## src/rtl/mmu_port_arbiter.sv

```systemverilog
`default_nettype none
// ============================================================================
// Module      : mmu_port_arbiter
// Description : Registered, transaction-locked arbiter that shares the single
//               L1 MMU request port between the I-cache (line reads) and the
//               D-cache (line reads and write-backs). The owner keeps the port
//               from issue until mmu_done, then a one-cycle GAP follows so the
//               finished requester can drop its level request. Round-robin or
//               fixed I-priority selection, plus a sticky hang watchdog.
// Revision    : 1.0 - initial release
// ============================================================================
module mmu_port_arbiter #(
  parameter int FIXED_PRIO = 0,
  parameter int TIMEOUT    = 1024,
  parameter int CNT_W      = 16
) (
  input  logic         sys_clk,
  input  logic         rst_n,
  // I-cache side
  input  logic         i_req_read,
  input  logic [31:0]  i_req_addr,
  output logic         i_done,
  output logic [255:0] i_read_data,
  // D-cache side
  input  logic         d_req_read,
  input  logic         d_req_write,
  input  logic [31:0]  d_req_addr,
  input  logic [255:0] d_write_data,
  output logic         d_done,
  output logic [255:0] d_read_data,
  // l1mmu side
  output logic         mmu_req_read,
  output logic         mmu_req_write,
  output logic [31:0]  mmu_req_addr,
  output logic [255:0] mmu_write_data,
  input  logic         mmu_done,
  input  logic [255:0] mmu_read_data,
  // status
  output logic         grant_i,
  output logic         grant_d,
  output logic         timeout_err
);

  typedef enum logic [1:0] {
    ST_IDLE   = 2'd0,
    ST_BUSY_I = 2'd1,
    ST_BUSY_D = 2'd2,
    ST_GAP    = 2'd3
  } state_t;

  localparam logic [CNT_W-1:0] TIMEOUT_C = CNT_W'(TIMEOUT);
  localparam bit               WD_EN     = (TIMEOUT != 0);
  localparam bit               PRIO_I    = (FIXED_PRIO != 0);

  state_t         state_q, state_d;
  logic           last_owner_q, last_owner_d;   // 1 = D-side owned the port last
  logic           req_read_q, req_read_d;
  logic           req_write_q, req_write_d;
  logic [31:0]    req_addr_q, req_addr_d;
  logic [255:0]   wdata_q, wdata_d;
  logic           grant_i_q, grant_i_d;
  logic           grant_d_q, grant_d_d;
  logic [CNT_W-1:0] cnt_q, cnt_d;
  logic           err_q, err_d;

  logic           i_pend;
  logic           d_pend;
  logic           sel_i;
  logic [CNT_W-1:0] cnt_inc;

  assign i_pend  = i_req_read;
  assign d_pend  = d_req_read | d_req_write;
  // I wins when alone, under fixed priority, or when D held the port last.
  assign sel_i   = i_pend & (~d_pend | PRIO_I | last_owner_q);
  assign cnt_inc = cnt_q + CNT_W'(1);

  // Next-state, request latching and watchdog computation.
  always_comb begin
    state_d      = state_q;
    last_owner_d = last_owner_q;
    req_read_d   = req_read_q;
    req_write_d  = req_write_q;
    req_addr_d   = req_addr_q;
    wdata_d      = wdata_q;
    grant_i_d    = grant_i_q;
    grant_d_d    = grant_d_q;
    cnt_d        = cnt_q;
    err_d        = err_q;
    case (state_q)
      ST_IDLE: begin
        cnt_d = '0;
        if (sel_i) begin
          state_d      = ST_BUSY_I;
          last_owner_d = 1'b0;
          req_read_d   = 1'b1;
          req_write_d  = 1'b0;
          req_addr_d   = i_req_addr;
          grant_i_d    = 1'b1;
        end else if (d_pend) begin
          state_d      = ST_BUSY_D;
          last_owner_d = 1'b1;
          // A simultaneous read+write request is issued as a write.
          req_read_d   = ~d_req_write;
          req_write_d  = d_req_write;
          req_addr_d   = d_req_addr;
          wdata_d      = d_write_data;
          grant_d_d    = 1'b1;
        end
      end
      ST_BUSY_I, ST_BUSY_D: begin
        if (mmu_done) begin
          state_d     = ST_GAP;
          req_read_d  = 1'b0;
          req_write_d = 1'b0;
          grant_i_d   = 1'b0;
          grant_d_d   = 1'b0;
          cnt_d       = '0;
        end else if (WD_EN && (cnt_q != TIMEOUT_C)) begin
          // Saturating count; the transaction keeps waiting after the flag.
          cnt_d = cnt_inc;
          if (cnt_inc == TIMEOUT_C) begin
            err_d = 1'b1;
          end
        end
      end
      ST_GAP: begin
        state_d = ST_IDLE;
        cnt_d   = '0;
      end
      default: begin
        state_d = ST_IDLE;
      end
    endcase
  end

  // State and output registers, asynchronously cleared.
  always_ff @(posedge sys_clk or negedge rst_n) begin
    if (!rst_n) begin
      state_q      <= ST_IDLE;
      last_owner_q <= 1'b1;
      req_read_q   <= 1'b0;
      req_write_q  <= 1'b0;
      req_addr_q   <= '0;
      wdata_q      <= '0;
      grant_i_q    <= 1'b0;
      grant_d_q    <= 1'b0;
      cnt_q        <= '0;
      err_q        <= 1'b0;
    end else begin
      state_q      <= state_d;
      last_owner_q <= last_owner_d;
      req_read_q   <= req_read_d;
      req_write_q  <= req_write_d;
      req_addr_q   <= req_addr_d;
      wdata_q      <= wdata_d;
      grant_i_q    <= grant_i_d;
      grant_d_q    <= grant_d_d;
      cnt_q        <= cnt_d;
      err_q        <= err_d;
    end
  end

  // Completion is forwarded only to the current owner; data is zero otherwise.
  assign i_done      = (state_q == ST_BUSY_I) & mmu_done;
  assign d_done      = (state_q == ST_BUSY_D) & mmu_done;
  assign i_read_data = i_done ? mmu_read_data : '0;
  assign d_read_data = d_done ? mmu_read_data : '0;

  assign mmu_req_read   = req_read_q;
  assign mmu_req_write  = req_write_q;
  assign mmu_req_addr   = req_addr_q;
  assign mmu_write_data = wdata_q;
  assign grant_i        = grant_i_q;
  assign grant_d        = grant_d_q;
  assign timeout_err    = err_q;

endmodule
`default_nettype wire

```

## config.mk

```make
export PLATFORM = sky130hd
export DESIGN_NAME = mmu_port_arbiter
export DESIGN_NICKNAME = d
export VERILOG_FILES = /design/src/rtl/mmu_port_arbiter.sv
export SDC_FILE = /design/constraint.sdc
export NUM_CORES = 1
export LEC_CHECK = 0
export ABC_AREA = 1
export BUFFER_PORTS_ARGS = -buffer_cell sky130_fd_sc_hd__clkbuf_2
export CORE_AREA = 2 2 536 538
export CTS_CLUSTER_SIZE = 16
export DETAILED_ROUTE_END_ITERATION = 16
export DIE_AREA = 0 0 538 540
export GPL_ROUTABILITY_DRIVEN = 1
export HOLD_SLACK_MARGIN = 0.05
export PLACE_DENSITY = 0.34
export SLEW_MARGIN = 30
export SYNTH_ARGS = -nofsm -noshare
export SYNTH_HDL_FRONTEND = slang
export SYNTH_SLANG_ARGS = --single-unit
export TNS_END_PERCENT = 100
```

## constraint.sdc

```tcl
create_clock -name sys_clk -period 3.4 [get_ports sys_clk]
set_input_delay 0.68 -clock sys_clk [delete_from_list [all_inputs] [get_ports sys_clk]]
set_output_delay 0.68 -clock sys_clk [all_outputs]
set_load 0.005 [all_outputs]
```

==> metrics.md <==
| Metric | Value |
|---|---|
| Status | completed |
| Synth area leader | dfrtp_1 |
| Syn_area_per_cell | 6.81 sq um |
| Maximum vdd drop | between 0.3 and 0.4 mV |
| Drt drc | 0 |
| Layout fillers | ~34000 |
| Clock Path Buffers | 3 |
| Htree depth | 2 |
| Post-Syn Area | 0.0156 sq mm |
| Power per cell area | 822 mW/mm^2 |
| R2R Setup Slk | 1.04 ns |
| Skew final | between 0.02 and 0.03 ns |
| HP Class | in2reg |
| Commonest non-fill, non-tap cell in the layout | clkbuf_2 |
| Placed cells | 7356 |
| Yosys warning count | 0 |
| Reg clk slew, reported paths | 0.07 ns |
| Total placed instance area | 0.0273 sq mm |
| Synth top area cells | dfrtp_1 50%, nand2_1 22%, nor2_1 14% |
| Initial antenna violation count | 159 |
| Tcrit/Tclk final | 0.986 |
| Clk root buf | clkbuf_16 |
| Crit end category | output pin |
| TritonCTS Buffers | 53 |
| Share of the synthesized area in the top cell type | 0.500 |
| Crit path max fanout | 70 |
| DRT Wirelength | 221000 microns |
| Largest net degree at the start of global routing | 88 |
| Syn_nets | 2872 |
| Final setup TNS | 0 ns |
| Post-route ant nets | 0 |
| Via count | 21100 |
| Fin cells | about 7500 |
| DRT Pass-1 Iters | 5 |
| Final Instance Area | a little under 0.03 sq mm |
| Vias in the first global route | between 20000 and 25000 |
| Die height | 540 microns |
| Clock period minus worst slack | between 3 and 4 ns |
| Register area share after synthesis | 0.502 |
| Pre-CTS setup slack | 0.300 ns |
| Initial core utilization | 0.0547 |
| Critical path, cell by cell | inv_1, ha_2, nand2_4, buf_12, nor2_1, clkbuf_2 |
| Max-slew violation count | 0 |
| Leakage | 16.5 nW |
| CTS tree | built |
| Postcts setup bufs | 0 |
| Worst path max stage delay | just under 0.5 ns |
| Die area | 0.291 sq mm |
| Nets | 4236 |
| Startpoint Class | flip-flop |
| RSZ-0062 raised after global routing | no |
| Final RePlAce weighted congestion | 0.915 |
| Die extent in x | 538 microns |
| Area of the multi-input gates | 0.00612 sq mm |
| Grt total ovfl | 0 |
| Worst EP required | 2.72 ns |
| Most frequent cells in the layout | 1387 x clkbuf_2, 894 x nand2_1, 572 x nor2_1 |
| CTS sink cnt | around 310 |
| Iteration-0 DRC Markers | between 1000 and 1500 |
| Slew @ Worst Pin | roughly 0.8 ns |
| Clock Latency Late Sink | 0.69 ns |
| Core ar. | 0.284 sq mm |
| Yosys cell types | 27 |
| # IOs | 1389 |
| Final Hold Viols | 0 |
| Via/cell ratio | 2.82 |
| Slowest CP cell | nor2_1 |
| CP Class | reg2out |
| Flops & latches, synth | ~310 |
| Layout cells sized above 1 | 0.418 |
| Relative slew slack | 0.451 |
| Max Cap Viol | 0 |
| Rows | between 150 and 200 |
| Arr. time, crit path | 2.67 ns |
| Util after Layout | 0.103 |
| Wire length per cell | 29.6 microns |
| IO Port Bufs | 1388 |
| WHS | roughly 0.19 ns |
| Fmax | slightly below 0.3 GHz |
| Total power | 24.1 mW |
| Register area | 0.00781 sq mm |
| Final HPWL DP | 200000 microns |
| Gate Count Post-Synth | 2285 |
| First-pass GRT wire length | 265000 microns |
| Setup-failing EPs final | 0 |
| GR Util All Layers | 0.146 |
| Setup ws final | just under 0.05 ns |
| Area growth, synth to finish | 88.3% |
Yosys cell counts:
| cell | instances |
|---|---|
| nand4_1 | 6 |
| nor4_1 | 3 |
| o31ai_1 | 1 |
| ha_1 | 5 |
| nor3_1 | 2 |
| nand3_1 | 13 |
| dfstp_2 | 1 |
| inv_1 | 288 |
| buf_2 | 45 |
| o21bai_1 | 1 |
| a21oi_4 | 1 |
| o21a_1 | 1 |
| inv_2 | 3 |
| buf_6 | 1 |
| buf_1 | 3 |
| nor3b_1 | 1 |
| clkbuf_1 | 67 |
| nor2_1 | 573 |
| buf_4 | 10 |
| nand2_2 | 2 |
| dfrtp_1 | 311 |
| nor2_4 | 2 |
| a21oi_1 | 4 |
| a31oi_1 | 32 |
| nand2_1 | 896 |
| nand3b_1 | 3 |
| o21ai_0 | 10 |
per-layer routing:
metal / up-vias / global-route usage / routed length, microns
li1: 9436 / - / -
met1: 10000 / 0.176 / 91600
met2: 1325 / 0.223 / 94700
met3: 255 / 0.0886 / 31200
met4: 70 / 0.0234 / 3460
met5: - / 0 / 460
final timing paths:
kind | to | cells after the start | from
setup reg to reg | mmu_write_data[127] | 8 | state_q[1]
setup / recovery | i_read_data[177] | 6 | state_q[1]
max in group asynchronous | mmu_write_data[22] | 3 | rst_n
min in group asynchronous | mmu_req_addr[8] | 2 | rst_n
hold reg to reg | mmu_write_data[104] | 2 | mmu_write_data[104]
hold / removal | mmu_write_data[6] | 3 | d_write_data[6]
cell type report:
| cell class | instances | area share |
|---|---|---|
| diodes | 27 | 0.00231 |
| clock buffers | 67 | 0.0505 |
| clock inverters | 32 | 0.0155 |
| inverters | 291 | 0.0376 |
| multi-input cells | 1556 | 0.209 |
| flip-flops and latches | 312 | 0.267 |
| well taps | 3762 | 0.161 |
| repair buffers | 1435 | 0.258 |
cells by family after synthesis:
family / count (synthesis) / share of synthesized area
compound gates: 50 / 0.0199
fa+ha+maj: 5 / 0.00402
buf+inv: 417 / 0.107
flops: 312 / 0.502
simple gates: 1501 / 0.367
state kept, by name, indices dropped and copies added, names as in the netlist:
register	cells
cnt_q	16
grant_d	1
grant_i	1
last_owner_q	1
mmu_req_addr	32
mmu_req_read	1
mmu_req_write	1
mmu_write_data	256
state_q	2
timeout_err	1
power breakdown:
| group | internal (mW) | leakage [nW] | total [mW] | switching, mW |
|---|---|---|---|---|
| Sequential | 5.40 | 3.87 | 6.44 | 1.04 |
| Clock | 3.83 | 0.951 | 6.21 | 2.38 |
| Combinational | 3.27 | 11.7 | 11.4 | 8.16 |
critical path: cells and delay by family (launching register included):
| kind | cells | cell delay, ns |
|---|---|---|
| buf+inv | 3 | 0.47 |
| simple gates | 2 | 0.58 |
| flops | 1 | 0.38 |
| fa+ha+maj | 1 | 0.28 |
timing repair:
action                     in CTS  in global routing
hold endpoints to repair       42                  0
resized for setup               4                  1
hold buffers                    1                  0
setup endpoints to repair      10                  2
Power figures use the tool's default switching activity.
